**config.mk**
```make
export PLATFORM = sky130hd
export DESIGN_NAME = sram_port_arbiter_flat
export DESIGN_NICKNAME = d
export VERILOG_FILES = /design/src/rtl/sram_port_arbiter_if.sv /design/src/rtl/sram_port_arbiter.sv /design/src/flat_wrapper.sv
export SDC_FILE = /design/constraint.sdc
export NUM_CORES = 1
export LEC_CHECK = 0
export CAP_MARGIN = 25
export CORE_AREA = 2 2 90 92
export DETAILED_ROUTE_END_ITERATION = 10
export DIE_AREA = 0 0 92 94
export DONT_BUFFER_PORTS = 1
export GPL_TIMING_DRIVEN = 0
export PLACE_DENSITY_LB_ADDON = 0.2
export SLEW_MARGIN = 15
export SYNTH_ARGS = -nofsm -noshare
export SYNTH_HDL_FRONTEND = slang
export SYNTH_SLANG_ARGS = --single-unit
```
**constraint.sdc**
```tcl
create_clock -name clock -period 2.27 [get_ports clock]
set_input_delay 0.454 -clock clock [delete_from_list [all_inputs] [get_ports clock]]
set_output_delay 0.454 -clock clock [all_outputs]
set_load 0.02 [all_outputs]
```
**src/rtl/sram_port_arbiter_if.sv**
```systemverilog
// Requester-side and SRAM-side signals of the two-port SRAM arbiter.
// slave = the arbiter's view, master = the requesters/SRAM environment.
interface sram_port_arbiter_if #(
    parameter int ADDR_WIDTH = 9,
    parameter int DATA_WIDTH = 32
);
    logic                  p0Request;
    logic                  p0Lock;
    logic                  p0WriteEnable;
    logic [ADDR_WIDTH-1:0] p0Address;
    logic [DATA_WIDTH-1:0] p0DataIn;
    logic                  p0Grant;
    logic                  p0ReadValid;
    logic [DATA_WIDTH-1:0] p0DataOut;

    logic                  p1Request;
    logic                  p1Lock;
    logic                  p1WriteEnable;
    logic [ADDR_WIDTH-1:0] p1Address;
    logic [DATA_WIDTH-1:0] p1DataIn;
    logic                  p1Grant;
    logic                  p1ReadValid;
    logic [DATA_WIDTH-1:0] p1DataOut;

    logic                  sramWriteEnable;
    logic [ADDR_WIDTH-1:0] sramAddress;
    logic [DATA_WIDTH-1:0] sramDataIn;
    logic [DATA_WIDTH-1:0] sramDataOut;

    modport slave (
        input  p0Request, p0Lock, p0WriteEnable, p0Address, p0DataIn,
        input  p1Request, p1Lock, p1WriteEnable, p1Address, p1DataIn,
        input  sramDataOut,
        output p0Grant, p0ReadValid, p0DataOut,
        output p1Grant, p1ReadValid, p1DataOut,
        output sramWriteEnable, sramAddress, sramDataIn
    );

    modport master (
        output p0Request, p0Lock, p0WriteEnable, p0Address, p0DataIn,
        output p1Request, p1Lock, p1WriteEnable, p1Address, p1DataIn,
        output sramDataOut,
        input  p0Grant, p0ReadValid, p0DataOut,
        input  p1Grant, p1ReadValid, p1DataOut,
        input  sramWriteEnable, sramAddress, sramDataIn
    );
endinterface

```
**src/rtl/sram_port_arbiter.sv**
```systemverilog
// Two-port arbiter for one single-port synchronous SRAM with bounded lock.
// SRAM_ARB_ROUND_ROBIN_EN selects round-robin contention; default is fixed priority to port 0.
module sram_port_arbiter #(
    parameter int ADDR_WIDTH = 9,
    parameter int DATA_WIDTH = 32,
    parameter int LOCK_MAX   = 16
) (
    input  logic                clock,
    input  logic                nReset,
    sram_port_arbiter_if.slave  bus
);
    localparam int COUNT_WIDTH = $clog2(LOCK_MAX + 1);

    typedef enum logic [1:0] {OWNER_NONE, OWNER_P0, OWNER_P1} owner_t;

    owner_t                 lockOwner;
    logic [COUNT_WIDTH-1:0] lockCount;
    logic                   lastGrant;
    logic                   readValid0Reg;
    logic                   readValid1Reg;

    logic                   grant0;
    logic                   grant1;
    logic                   lockExhausted;
    logic [ADDR_WIDTH-1:0]  selAddress;
    logic [DATA_WIDTH-1:0]  selData;

    assign lockExhausted = (lockCount == COUNT_WIDTH'(LOCK_MAX));

    // An exhausted lock hands the next cycle to the waiting port in both builds,
    // otherwise fixed priority would let port 0 starve port 1 indefinitely.
    always_comb begin
        // NOTE: defaults first so every path assigns both grants and no latch is inferred.
        grant0 = 1'b0;
        grant1 = 1'b0;
        if (!nReset) begin
            grant0 = 1'b0;
        end else if (lockOwner == OWNER_P0 && bus.p0Request) begin
            grant0 = !lockExhausted || !bus.p1Request;
            grant1 = lockExhausted && bus.p1Request;
        end else if (lockOwner == OWNER_P1 && bus.p1Request) begin
            grant1 = !lockExhausted || !bus.p0Request;
            grant0 = lockExhausted && bus.p0Request;
        end else if (bus.p0Request && bus.p1Request) begin
`ifdef SRAM_ARB_ROUND_ROBIN_EN
            grant0 = lastGrant;
            grant1 = !lastGrant;
`else
            grant0 = 1'b1;
`endif
        end else begin
            grant0 = bus.p0Request;
            grant1 = bus.p1Request;
        end
    end

    always_ff @(posedge clock) begin
        // NOTE: non-blocking assignments so every register samples pre-edge values.
        if (!nReset) begin
            lastGrant     <= 1'b1;
            lockOwner     <= OWNER_NONE;
            lockCount     <= '0;
            readValid0Reg <= 1'b0;
            readValid1Reg <= 1'b0;
        end else begin
            lastGrant     <= (grant0 || grant1) ? grant1 : lastGrant;
            readValid0Reg <= grant0 && !bus.p0WriteEnable;
            readValid1Reg <= grant1 && !bus.p1WriteEnable;
            if (grant0 && bus.p0Lock) begin
                lockOwner <= OWNER_P0;
                if (lockOwner != OWNER_P0)
                    lockCount <= COUNT_WIDTH'(1);
                else if (!lockExhausted)
                    lockCount <= lockCount + COUNT_WIDTH'(1);
            end else if (grant1 && bus.p1Lock) begin
                lockOwner <= OWNER_P1;
                if (lockOwner != OWNER_P1)
                    lockCount <= COUNT_WIDTH'(1);
                else if (!lockExhausted)
                    lockCount <= lockCount + COUNT_WIDTH'(1);
            end else begin
                lockOwner <= OWNER_NONE;
                lockCount <= '0;
            end
        end
    end

    // With no grant the address/data follow port 0; the SRAM ignores them.
    assign selAddress = grant1 ? bus.p1Address : bus.p0Address;
    assign selData    = grant1 ? bus.p1DataIn  : bus.p0DataIn;

    assign bus.p0Grant         = grant0;
    assign bus.p1Grant         = grant1;
    assign bus.sramWriteEnable = (grant0 && bus.p0WriteEnable) || (grant1 && bus.p1WriteEnable);
    assign bus.sramAddress     = selAddress;
    assign bus.sramDataIn      = selData;

    assign bus.p0ReadValid = readValid0Reg && nReset;
    assign bus.p1ReadValid = readValid1Reg && nReset;
    assign bus.p0DataOut   = bus.p0ReadValid ? bus.sramDataOut : '0;
    assign bus.p1DataOut   = bus.p1ReadValid ? bus.sramDataOut : '0;
endmodule
```
**src/flat_wrapper.sv**
```systemverilog
// flat-port wrapper written by rule: the top's interface ports become plain ports
module sram_port_arbiter_flat 
#(
    parameter int ADDR_WIDTH = 9,
    parameter int DATA_WIDTH = 32,
    parameter int LOCK_MAX   = 16
)
  (clock, nReset, bus_p0Request, bus_p0Lock, bus_p0WriteEnable, bus_p0Address, bus_p0DataIn, bus_p1Request, bus_p1Lock, bus_p1WriteEnable, bus_p1Address, bus_p1DataIn, bus_sramDataOut, bus_p0Grant, bus_p0ReadValid, bus_p0DataOut, bus_p1Grant, bus_p1ReadValid, bus_p1DataOut, bus_sramWriteEnable, bus_sramAddress, bus_sramDataIn);
  sram_port_arbiter_if #(.ADDR_WIDTH(ADDR_WIDTH), .DATA_WIDTH(DATA_WIDTH)) bus_i ();
  input  logic clock;
  input  logic nReset;
  input wire logic [$bits(bus_i.p0Request)-1:0] bus_p0Request;
  input wire logic [$bits(bus_i.p0Lock)-1:0] bus_p0Lock;
  input wire logic [$bits(bus_i.p0WriteEnable)-1:0] bus_p0WriteEnable;
  input wire logic [$bits(bus_i.p0Address)-1:0] bus_p0Address;
  input wire logic [$bits(bus_i.p0DataIn)-1:0] bus_p0DataIn;
  input wire logic [$bits(bus_i.p1Request)-1:0] bus_p1Request;
  input wire logic [$bits(bus_i.p1Lock)-1:0] bus_p1Lock;
  input wire logic [$bits(bus_i.p1WriteEnable)-1:0] bus_p1WriteEnable;
  input wire logic [$bits(bus_i.p1Address)-1:0] bus_p1Address;
  input wire logic [$bits(bus_i.p1DataIn)-1:0] bus_p1DataIn;
  input wire logic [$bits(bus_i.sramDataOut)-1:0] bus_sramDataOut;
  output wire logic [$bits(bus_i.p0Grant)-1:0] bus_p0Grant;
  output wire logic [$bits(bus_i.p0ReadValid)-1:0] bus_p0ReadValid;
  output wire logic [$bits(bus_i.p0DataOut)-1:0] bus_p0DataOut;
  output wire logic [$bits(bus_i.p1Grant)-1:0] bus_p1Grant;
  output wire logic [$bits(bus_i.p1ReadValid)-1:0] bus_p1ReadValid;
  output wire logic [$bits(bus_i.p1DataOut)-1:0] bus_p1DataOut;
  output wire logic [$bits(bus_i.sramWriteEnable)-1:0] bus_sramWriteEnable;
  output wire logic [$bits(bus_i.sramAddress)-1:0] bus_sramAddress;
  output wire logic [$bits(bus_i.sramDataIn)-1:0] bus_sramDataIn;
  assign bus_i.p0Request = bus_p0Request;
  assign bus_i.p0Lock = bus_p0Lock;
  assign bus_i.p0WriteEnable = bus_p0WriteEnable;
  assign bus_i.p0Address = bus_p0Address;
  assign bus_i.p0DataIn = bus_p0DataIn;
  assign bus_i.p1Request = bus_p1Request;
  assign bus_i.p1Lock = bus_p1Lock;
  assign bus_i.p1WriteEnable = bus_p1WriteEnable;
  assign bus_i.p1Address = bus_p1Address;
  assign bus_i.p1DataIn = bus_p1DataIn;
  assign bus_i.sramDataOut = bus_sramDataOut;
  assign bus_p0Grant = bus_i.p0Grant;
  assign bus_p0ReadValid = bus_i.p0ReadValid;
  assign bus_p0DataOut = bus_i.p0DataOut;
  assign bus_p1Grant = bus_i.p1Grant;
  assign bus_p1ReadValid = bus_i.p1ReadValid;
  assign bus_p1DataOut = bus_i.p1DataOut;
  assign bus_sramWriteEnable = bus_i.sramWriteEnable;
  assign bus_sramAddress = bus_i.sramAddress;
  assign bus_sramDataIn = bus_i.sramDataIn;
  sram_port_arbiter #(.ADDR_WIDTH(ADDR_WIDTH), .DATA_WIDTH(DATA_WIDTH), .LOCK_MAX(LOCK_MAX)) u_core (.clock(clock), .nReset(nReset), .bus(bus_i));
endmodule
```
==> flow_metrics.tcl, run 1 <==
set metrics [dict create \
    io_buffers 0 \
    tritoncts "done" \
    antenna_found_initial 0 \
    die_area_um2 8650 \
    drtAntennaViolNets 0 \
    finalSetupViolCount 42 \
    clkPwrFrac 0.281 \
    finalCritPeriodShare 1.12 \
    final.setup.worst_slack_ns -0.280 \
    post-synth-top-area-cell "sky130_fd_sc_hd__and3_1" \
    finished_layout_cells 290 \
    synth_adder_area_share 0.0175 \
    cells_traversed_along_the_worst_timing_path "inv_4 -> ha_4 -> and4bb_2 -> mux2i_4 -> a21oi_4 -> buf_12 -> buf_12 -> mux2_4" \
    synth-xor-area-share 0.0245 \
    num-fill-cells 832 \
    muxShareOfSynthArea 0.333 \
    final_layout_size_suffix_gt1_frac 0.378 \
    nets 313 \
    clk_pin_slew_worst_paths_ns 0.05 \
    clock-root-buffer "sky130_fd_sc_hd__clkbuf_8" \
    regToRegEndpoint "u_core.lockCount[0]" \
    synth_seq_cells 9 \
    period_minus_slack_ns 2.55 \
    grt_pass1_wl_um 7680 \
    critical_path.reg2reg.startpoint "u_core.lockCount[0]" \
    cp_slowest_cell "sky130_fd_sc_hd__dfxtp_4" \
    ir_worst_vdd_uv 283 \
    die-height_um 94 \
    cts_max_path_buffers 2 \
    report.final.hold_viol_count 0 \
    core_area_um2 7610 \
    critPathCapture "bus_sramDataIn[14]" \
    num_cts_buffers 3 \
    routed_via_density 4.91 \
    dpl.hpwl_um 4730 \
    cts.sink_count 9 \
    ys_seq_area_frac 0.126 \
    switching_share 0.376 \
    fin_total_pwr_w 0.000673 \
    run_status "finished with violations" \
    floorplan.initialDensity 0.188 \
    startpoint_type "flip-flop" \
    holdPathStages 1 \
    mappedNetlistNets 297 \
    finalHoldWorstSlack_ns 0.280 \
    worst_slew_pin_slew_ns 0.391 \
    violated_checks "setup timing" \
    synth_compound_gate_area_share 0.0517 \
    fin_tns_setup_ns -10.62 \
    placed_cells 275 \
    postSynthCellCount 173 \
    synthDominantCellAreaShare 0.280 \
    ff2ff_path_depth 9 \
    finalCoreUtilization 0.258 \
    drcViolationCount 0 \
    routed_wire_length_per_instance_um 20.1 \
    startpoint "u_core.lockCount[0]" \
    netlist-cell-type-count 26 \
    initial_drt_pass_iterations 4 \
    power.share.combinational 0.472 \
    clock-skew-final_ns 0.00475 \
    slew_violations 0 \
    r2r_setup_slack_ns 0.35 \
    cts_max_level 1 \
    track_usage 0.112 \
    multi_input_area_um2 1310 \
    combinational_family_with_the_most_area_after_synthesis "simple AND/OR/NAND/NOR gates" \
    timing.critical_path.required_ns 1.82 \
    worstSetupPathType "flip-flop to output pin" \
    p_sw_w 0.000253 \
    worst_ep_arrival_time_ns 2.10 \
    placement_rows 32 \
    critical_path.endpoint_type "output pin" \
    drt_iter0_drc 45 \
    power.static_leakage_nw 0.994 \
    synth.avg_cell_area_um2 8.26 \
    grt_max_degree 11 \
    worstSkewPairLatency_ns 0.24 \
    p_int_w 0.000420 \
    top_level_ports 232 \
    totalWireLength_um 5830 \
    number_of_antenna_cells_inserted 0 \
    route.vias.total 1425 \
    cp_slowest_stage_delay_ns 0.35 \
    grt_setup_unrepaired "yes" \
    yosys.area_share.simple 0.363 \
    slew_headroom 0.732 \
    worstHoldPathType "primary input to flip-flop" \
    area.growth.synth_to_final_pct 37.5 \
    chipWidth_um 92 \
    syn_area_um2 1430 \
    synth_area_leaders "sky130_fd_sc_hd__and3_1 (28%), sky130_fd_sc_hd__mux2_1 (28%), sky130_fd_sc_hd__dfxtp_1 (13%)" \
    number_of_global_route_vias_before_repair 1339 \
    synth-warning-count 0 \
    power.density_cell_area_nw_per_um2 343 \
    achievable-frequency_mhz 392 \
    grt.overflow.total 0 \
    place_congestion 0.743 \
    power.sequential.fraction 0.247 \
    max-cap-violations 0 \
    path_max_fanout 10 \
    crit_top_cell "sky130_fd_sc_hd__buf_12" \
    final-seq-area_um2 185 \
]
## power by group through the flow
stage / registers, W / clock network [W] / logic [W]
5_1_grt: 0.000167 / 0.000203 / 0.000334
3_5_place_dp: 0.000170 / 0 / 0.000280
3_3_place_gp: 0.000171 / 0 / 0.000280
2_1_floorplan: 0.000169 / 0 / 0.000252
4_1_cts: 0.000166 / 0.000194 / 0.000321
6_report: 0.000166 / 0.000189 / 0.000318
## registers in the layout, indices dropped and copies added, names as in the netlist
signal,cells
u_core.readValid0Reg,1
u_core.lockCount,5
u_core.lockOwner,2
u_core.readValid1Reg,1
## cell type report
cell class / count / area share
buffer: 17 / 0.0656
clock inverter: 1 / 0.00255
clock buffer: 3 / 0.0210
tap: 102 / 0.0650
sequential: 9 / 0.0943
multi-input combinational: 141 / 0.668
inverter: 5 / 0.0108
timing repair buffer: 12 / 0.0726
## per-stage QoR
stage / worst slack [ns] / area (um2)
floorplan: -0.0878 / 1580
global placement: -0.286 / 1710
detailed placement: -0.284 / 1710
CTS: -0.363 / 1980
global route: -0.356 / 1960
finish: -0.280 / 1960
## placed cells by master, fill, tap and decap left out, types with 2 or more instances in the layout
cell type                  count
sky130_fd_sc_hd__nand3_1       4
sky130_fd_sc_hd__buf_12        6
sky130_fd_sc_hd__and2_1        4
sky130_fd_sc_hd__dfxtp_1       7
sky130_fd_sc_hd__xor2_1        2
sky130_fd_sc_hd__xnor2_1       2
sky130_fd_sc_hd__nand2_1       3
sky130_fd_sc_hd__mux2_4       41
sky130_fd_sc_hd__nor2_1        2
sky130_fd_sc_hd__clkbuf_8      3
sky130_fd_sc_hd__and3_1       64
sky130_fd_sc_hd__inv_1         3
sky130_fd_sc_hd__nor2b_1       6
sky130_fd_sc_hd__buf_4         7
sky130_fd_sc_hd__buf_6         2
sky130_fd_sc_hd__a31oi_1       2
sky130_fd_sc_hd__clkbuf_1     13
## how the worst min path moves through the flow
stage / from / to
finish: bus_p0WriteEnable / u_core.readValid0Reg
global route: bus_p1WriteEnable / u_core.readValid1Reg
CTS: bus_p0WriteEnable / u_core.readValid0Reg
detailed placement: u_core.lockCount[4] / u_core.lockCount[4]
global placement: u_core.lockCount[4] / u_core.lockCount[4]
floorplan: u_core.lockCount[4] / u_core.lockCount[4]
## cell usage after synthesis
library cell / instances
sky130_fd_sc_hd__buf_6: 4
sky130_fd_sc_hd__a22o_1: 1
sky130_fd_sc_hd__inv_1: 5
sky130_fd_sc_hd__and4bb_1: 1
sky130_fd_sc_hd__clkbuf_1: 13
sky130_fd_sc_hd__and3_1: 64
sky130_fd_sc_hd__xor2_1: 2
sky130_fd_sc_hd__a2111oi_0: 1
sky130_fd_sc_hd__a32o_1: 1
sky130_fd_sc_hd__o211ai_1: 1
sky130_fd_sc_hd__buf_4: 1
sky130_fd_sc_hd__o211a_1: 1
sky130_fd_sc_hd__a21oi_4: 1
sky130_fd_sc_hd__nor2_1: 2
sky130_fd_sc_hd__a31oi_1: 2
sky130_fd_sc_hd__nor2b_1: 6
sky130_fd_sc_hd__mux2_1: 35
sky130_fd_sc_hd__dfxtp_1: 9
sky130_fd_sc_hd__nand2_1: 3
sky130_fd_sc_hd__mux2i_2: 1
sky130_fd_sc_hd__mux2_2: 6
sky130_fd_sc_hd__and2_1: 4
sky130_fd_sc_hd__nand3_1: 4
sky130_fd_sc_hd__xnor2_1: 2
sky130_fd_sc_hd__ha_1: 2
sky130_fd_sc_hd__nor3_1: 1
## worst max-delay path: cells and delay by family (launching register included)
kind | cells | cell delay [ns]
flip-flops | 1 | 0.35
multiplexers | 2 | 0.55
AO/OA/AOI/OAI | 1 | 0.21
buffers and inverters | 3 | 0.34
adder cells (fa/ha/maj) | 1 | 0.14
AND/OR/NAND/NOR | 1 | 0.26
## layer usage
layer,GRT usage,up-vias,wire length (um)
li1,-,662,-
met5,0,-,0
met1,0.164,686,2590
met4,0.0261,0,32
met2,0.169,73,2860
met3,0.0209,4,339
## cell families after synthesis
logic type               after synthesis
AND/OR/NAND/NOR                       85
multiplexers                          42
buffers and inverters                 23
flip-flops                             9
AO/OA/AOI/OAI                          8
XOR/XNOR                               4
adder cells (fa/ha/maj)                2
## repair_timing
item | 4_1_cts | 5_1_grt
setup endpoints to repair | 43 | 44
gates resized for setup | 21 | 4
hold buffers | 0 | 0
gates cloned | 2 | 0
pin swaps | 3 | 2
setup buffers | 9 | 2
Note: power is estimated with default switching activity, not from simulation.
==> run 2: changes to the inputs <==
--- a/config.mk
+++ b/config.mk
@@ -5,13 +5,15 @@
 export SDC_FILE = /design/constraint.sdc
 export NUM_CORES = 1
 export LEC_CHECK = 0
+export ABC_AREA = 1
 export CAP_MARGIN = 25
-export CORE_AREA = 2 2 90 92
+export CORE_AREA = 2 2 91 93
 export DETAILED_ROUTE_END_ITERATION = 10
-export DIE_AREA = 0 0 92 94
+export DIE_AREA = 0 0 93 95
 export DONT_BUFFER_PORTS = 1
 export GPL_TIMING_DRIVEN = 0
 export PLACE_DENSITY_LB_ADDON = 0.2
+export RECOVER_POWER = 50
 export SLEW_MARGIN = 15
 export SYNTH_ARGS = -nofsm -noshare
 export SYNTH_HDL_FRONTEND = slang
==> run 2 against run 1 <==
- critical path depth grew 2
- the run now ends clean
- sequential cell count is the same
- hold slack gained 0.012 ns
- global-route usage grew 0.38 points
==> flow_metrics.tcl, run 2 <==
set metrics [dict create \
    run_status "finished clean" \
    die_area_um2 8840 \
    power.static_leakage_nw 1.11 \
    report.final.hold_viol_count 0 \
    timing.critical_path.required_ns 1.82 \
    grt_setup_unrepaired "yes" \
    crit_path_max_delay_family "simple AND/OR/NAND/NOR gates" \
    place_congestion 0.728 \
    postSynth.topFlopCell "sky130_fd_sc_hd__dfxtp_1" \
    layout.cells.most_common_list "sky130_fd_sc_hd__nor2_1 (79), sky130_fd_sc_hd__nand2_1 (71), sky130_fd_sc_hd__inv_1 (50)" \
    worstSetupPathType "flip-flop to output pin" \
    worstSkewPairLatency_ns 0.23 \
    synth_area_leaders "sky130_fd_sc_hd__nand2_1 (25%), sky130_fd_sc_hd__nor2_1 (19%), sky130_fd_sc_hd__nand3_1 (16%)" \
    power.density_cell_area_nw_per_um2 344 \
    cts.sink_count 9 \
    finalCoreUtilization 0.250 \
    finalHoldWorstSlack_ns 0.293 \
    ys_seq_area_frac 0.111 \
    slew_violations 0 \
    clock-root-buffer "sky130_fd_sc_hd__clkbuf_8" \
    route.vias.total 2077 \
    clock-skew-final_ns 0.00495 \
    critical_path.reg2reg.startpoint "u_core.lockCount[0]" \
    critical_path.n_buffers_inverters 3 \
    mappedNetlistNets 459 \
    fin_tns_setup_ns 0 \
    synthDominantCellAreaShare 0.248 \
    grt.overflow.total 0 \
    post-synth-top-count-cell "sky130_fd_sc_hd__nand2_1" \
    max-cap-violations 0 \
    largest_register_ffs 5 \
    initial_drt_pass_iterations 4 \
    ff2ff_path_depth 11 \
    finalCritPeriodShare 0.962 \
    core_area_um2 7930 \
    grt_pass1_wl_um 7970 \
    top_level_ports 232 \
    dpl.hpwl_um 5390 \
    final.setup.worst_slack_ns 0.0871 \
    netlist-cell-type-count 18 \
    area.growth.synth_to_final_pct 22.5 \
    async_flop_share 0 \
    r2r_setup_slack_ns 0.77 \
    startpoint_type "flip-flop" \
    syn_area_um2 1620 \
    routed_via_density 4.64 \
    slew_headroom 0.680 \
    number_of_antenna_cells_inserted 0 \
    cp_slowest_stage_delay_ns 0.31 \
    synth.avg_cell_area_um2 4.84 \
    number_of_global_route_vias_before_repair 1544 \
    totalWireLength_um 6530 \
    nets 468 \
    synth_seq_cells 9 \
    startpoint "u_core.lockCount[0]" \
    worstHoldPathType "primary input to flip-flop" \
    worstSetupPathDepth 10 \
    final_layout_size_suffix_gt1_frac 0.207 \
    synth_top_cells_by_count "sky130_fd_sc_hd__nand2_1 (107), sky130_fd_sc_hd__nor2_1 (80), sky130_fd_sc_hd__nand3_1 (52), sky130_fd_sc_hd__inv_1 (51), sky130_fd_sc_hd__dfxtp_1 (9)" \
    track_usage 0.116 \
    cells_traversed_along_the_worst_timing_path "inv_1 -> ha_2 -> nand2_2 -> nor2_2 -> nand3_2 -> nand3_4 -> clkbuf_16 -> buf_8 -> nand3_1 -> nand2_2" \
    synth_edf_count 0 \
    ir_worst_vdd_uv 162 \
    io_buffers 0 \
    tritoncts "done" \
    drtAntennaViolNets 0 \
    post-synth-top-area-cell "sky130_fd_sc_hd__nand2_1" \
    finalSetupViolCount 0 \
    critical_path.endpoint_type "output pin" \
    cp_slowest_cell "sky130_fd_sc_hd__dfxtp_2" \
    path_max_fanout 10 \
    critPathCapture "bus_sramAddress[1]" \
    synth-warning-count 0 \
    routed_wire_length_per_instance_um 14.6 \
    cts_max_path_buffers 2 \
    chipWidth_um 93 \
    regToRegEndpoint "u_core.lockCount[1]" \
    die-height_um 95 \
    regMostFlops "u_core.lockCount" \
    period_minus_slack_ns 2.18 \
    floorplan.initialDensity 0.205 \
    place_worst_setup_slack_ns -0.000501 \
    antenna_found_initial 0 \
    fin_total_pwr_w 0.000684 \
    grt_max_degree 11 \
    clk_pin_slew_worst_paths_ns 0.04 \
    holdBufCountCts 0 \
    drt_iter0_drc 55 \
    postSynthCellCount 335 \
    cts_max_level 1 \
    crit_top_cell "sky130_fd_sc_hd__nand2_2" \
    largest_registers "u_core.lockCount x5, u_core.lockOwner x2" \
    drcViolationCount 0 \
    worst_ep_arrival_time_ns 1.73 \
    num_cts_buffers 3 \
    worst_slew_pin_slew_ns 0.480 \
    achievable-frequency_mhz 458 \
    placement_rows 33 \
    commonest_non_fill_non_tap_cell_in_the_layout "sky130_fd_sc_hd__nor2_1" \
]
==> run 2: changes by cell type in the layout (fill, tap and decap cells not counted), moves of 41 or more <==
cell / before / now
sky130_fd_sc_hd__mux2_4: 41 / 0
sky130_fd_sc_hd__nor2_1: 2 / 79
sky130_fd_sc_hd__inv_1: 3 / 50
sky130_fd_sc_hd__nand3_1: 4 / 49
sky130_fd_sc_hd__and3_1: 64 / 0
sky130_fd_sc_hd__nand2_1: 3 / 71
==> run 2: power breakdown <==
part / switching (W) / internal (W) / total [W]
sequential: 0.00000188 / 0.000163 / 0.000165
clock: 0.0000637 / 0.000122 / 0.000186
combinational: 0.000246 / 0.0000871 / 0.000333
total: 0.000312 / 0.000372 / 0.000684
==> run 2: per-stage QoR <==
stage	std cells	instance area (um2)
after floorplan	335	1620
after global placement	440	1750
after detailed placement	440	1750
after CTS	444	1850
after global routing	448	1990
final	448	1990
==> run 2: kinds of logic after synthesis <==
logic type / count (synthesis) / synth area share
AND/OR/NAND/NOR: 252 / 0.650
flip-flops: 9 / 0.111
adder cells (fa/ha/maj): 2 / 0.0154
AO/OA/AOI/OAI: 1 / 0.00308
buffers and inverters: 71 / 0.221
==> run 2: worst min path at each step <==
stage | from | end | cells past startpoint
5_1_grt | bus_p0WriteEnable | u_core.readValid0Reg | 1
3_5_place_dp | bus_p0WriteEnable | u_core.readValid0Reg | 1
6_report | bus_p0WriteEnable | u_core.readValid0Reg | 1
2_1_floorplan | bus_p0WriteEnable | u_core.readValid0Reg | 1
4_1_cts | bus_p0WriteEnable | u_core.readValid0Reg | 1
3_3_place_gp | bus_p0WriteEnable | u_core.readValid0Reg | 1
==> run 2: area by class of cell <==
class / count / area, um2
Timing Repair Buffer: 4 / 33.8
Tap cell: 105 / 131
Buffer: 20 / 178
Sequential cell: 9 / 183
Inverter: 51 / 191
Multi-Input combinational cell: 255 / 1220
Fill cell: 922 / 5940
Clock buffer: 4 / 45.0
==> run 2: layer usage <==
metal  track usage  part of all wire  vias up
met2         0.217              0.52      145
met5             0                 0        -
met1         0.149              0.42      905
met3       0.00319             0.061        2
li1              -                 -     1025
met4        0.0221            0.0038        0
==> run 2: what timing repair did <==
item                       in CTS  in global routing
gates cloned                    0                  1
resized for setup              16                 35
buffers inserted                0                  3
pin swaps                       3                  8
setup endpoints to repair      39                 43
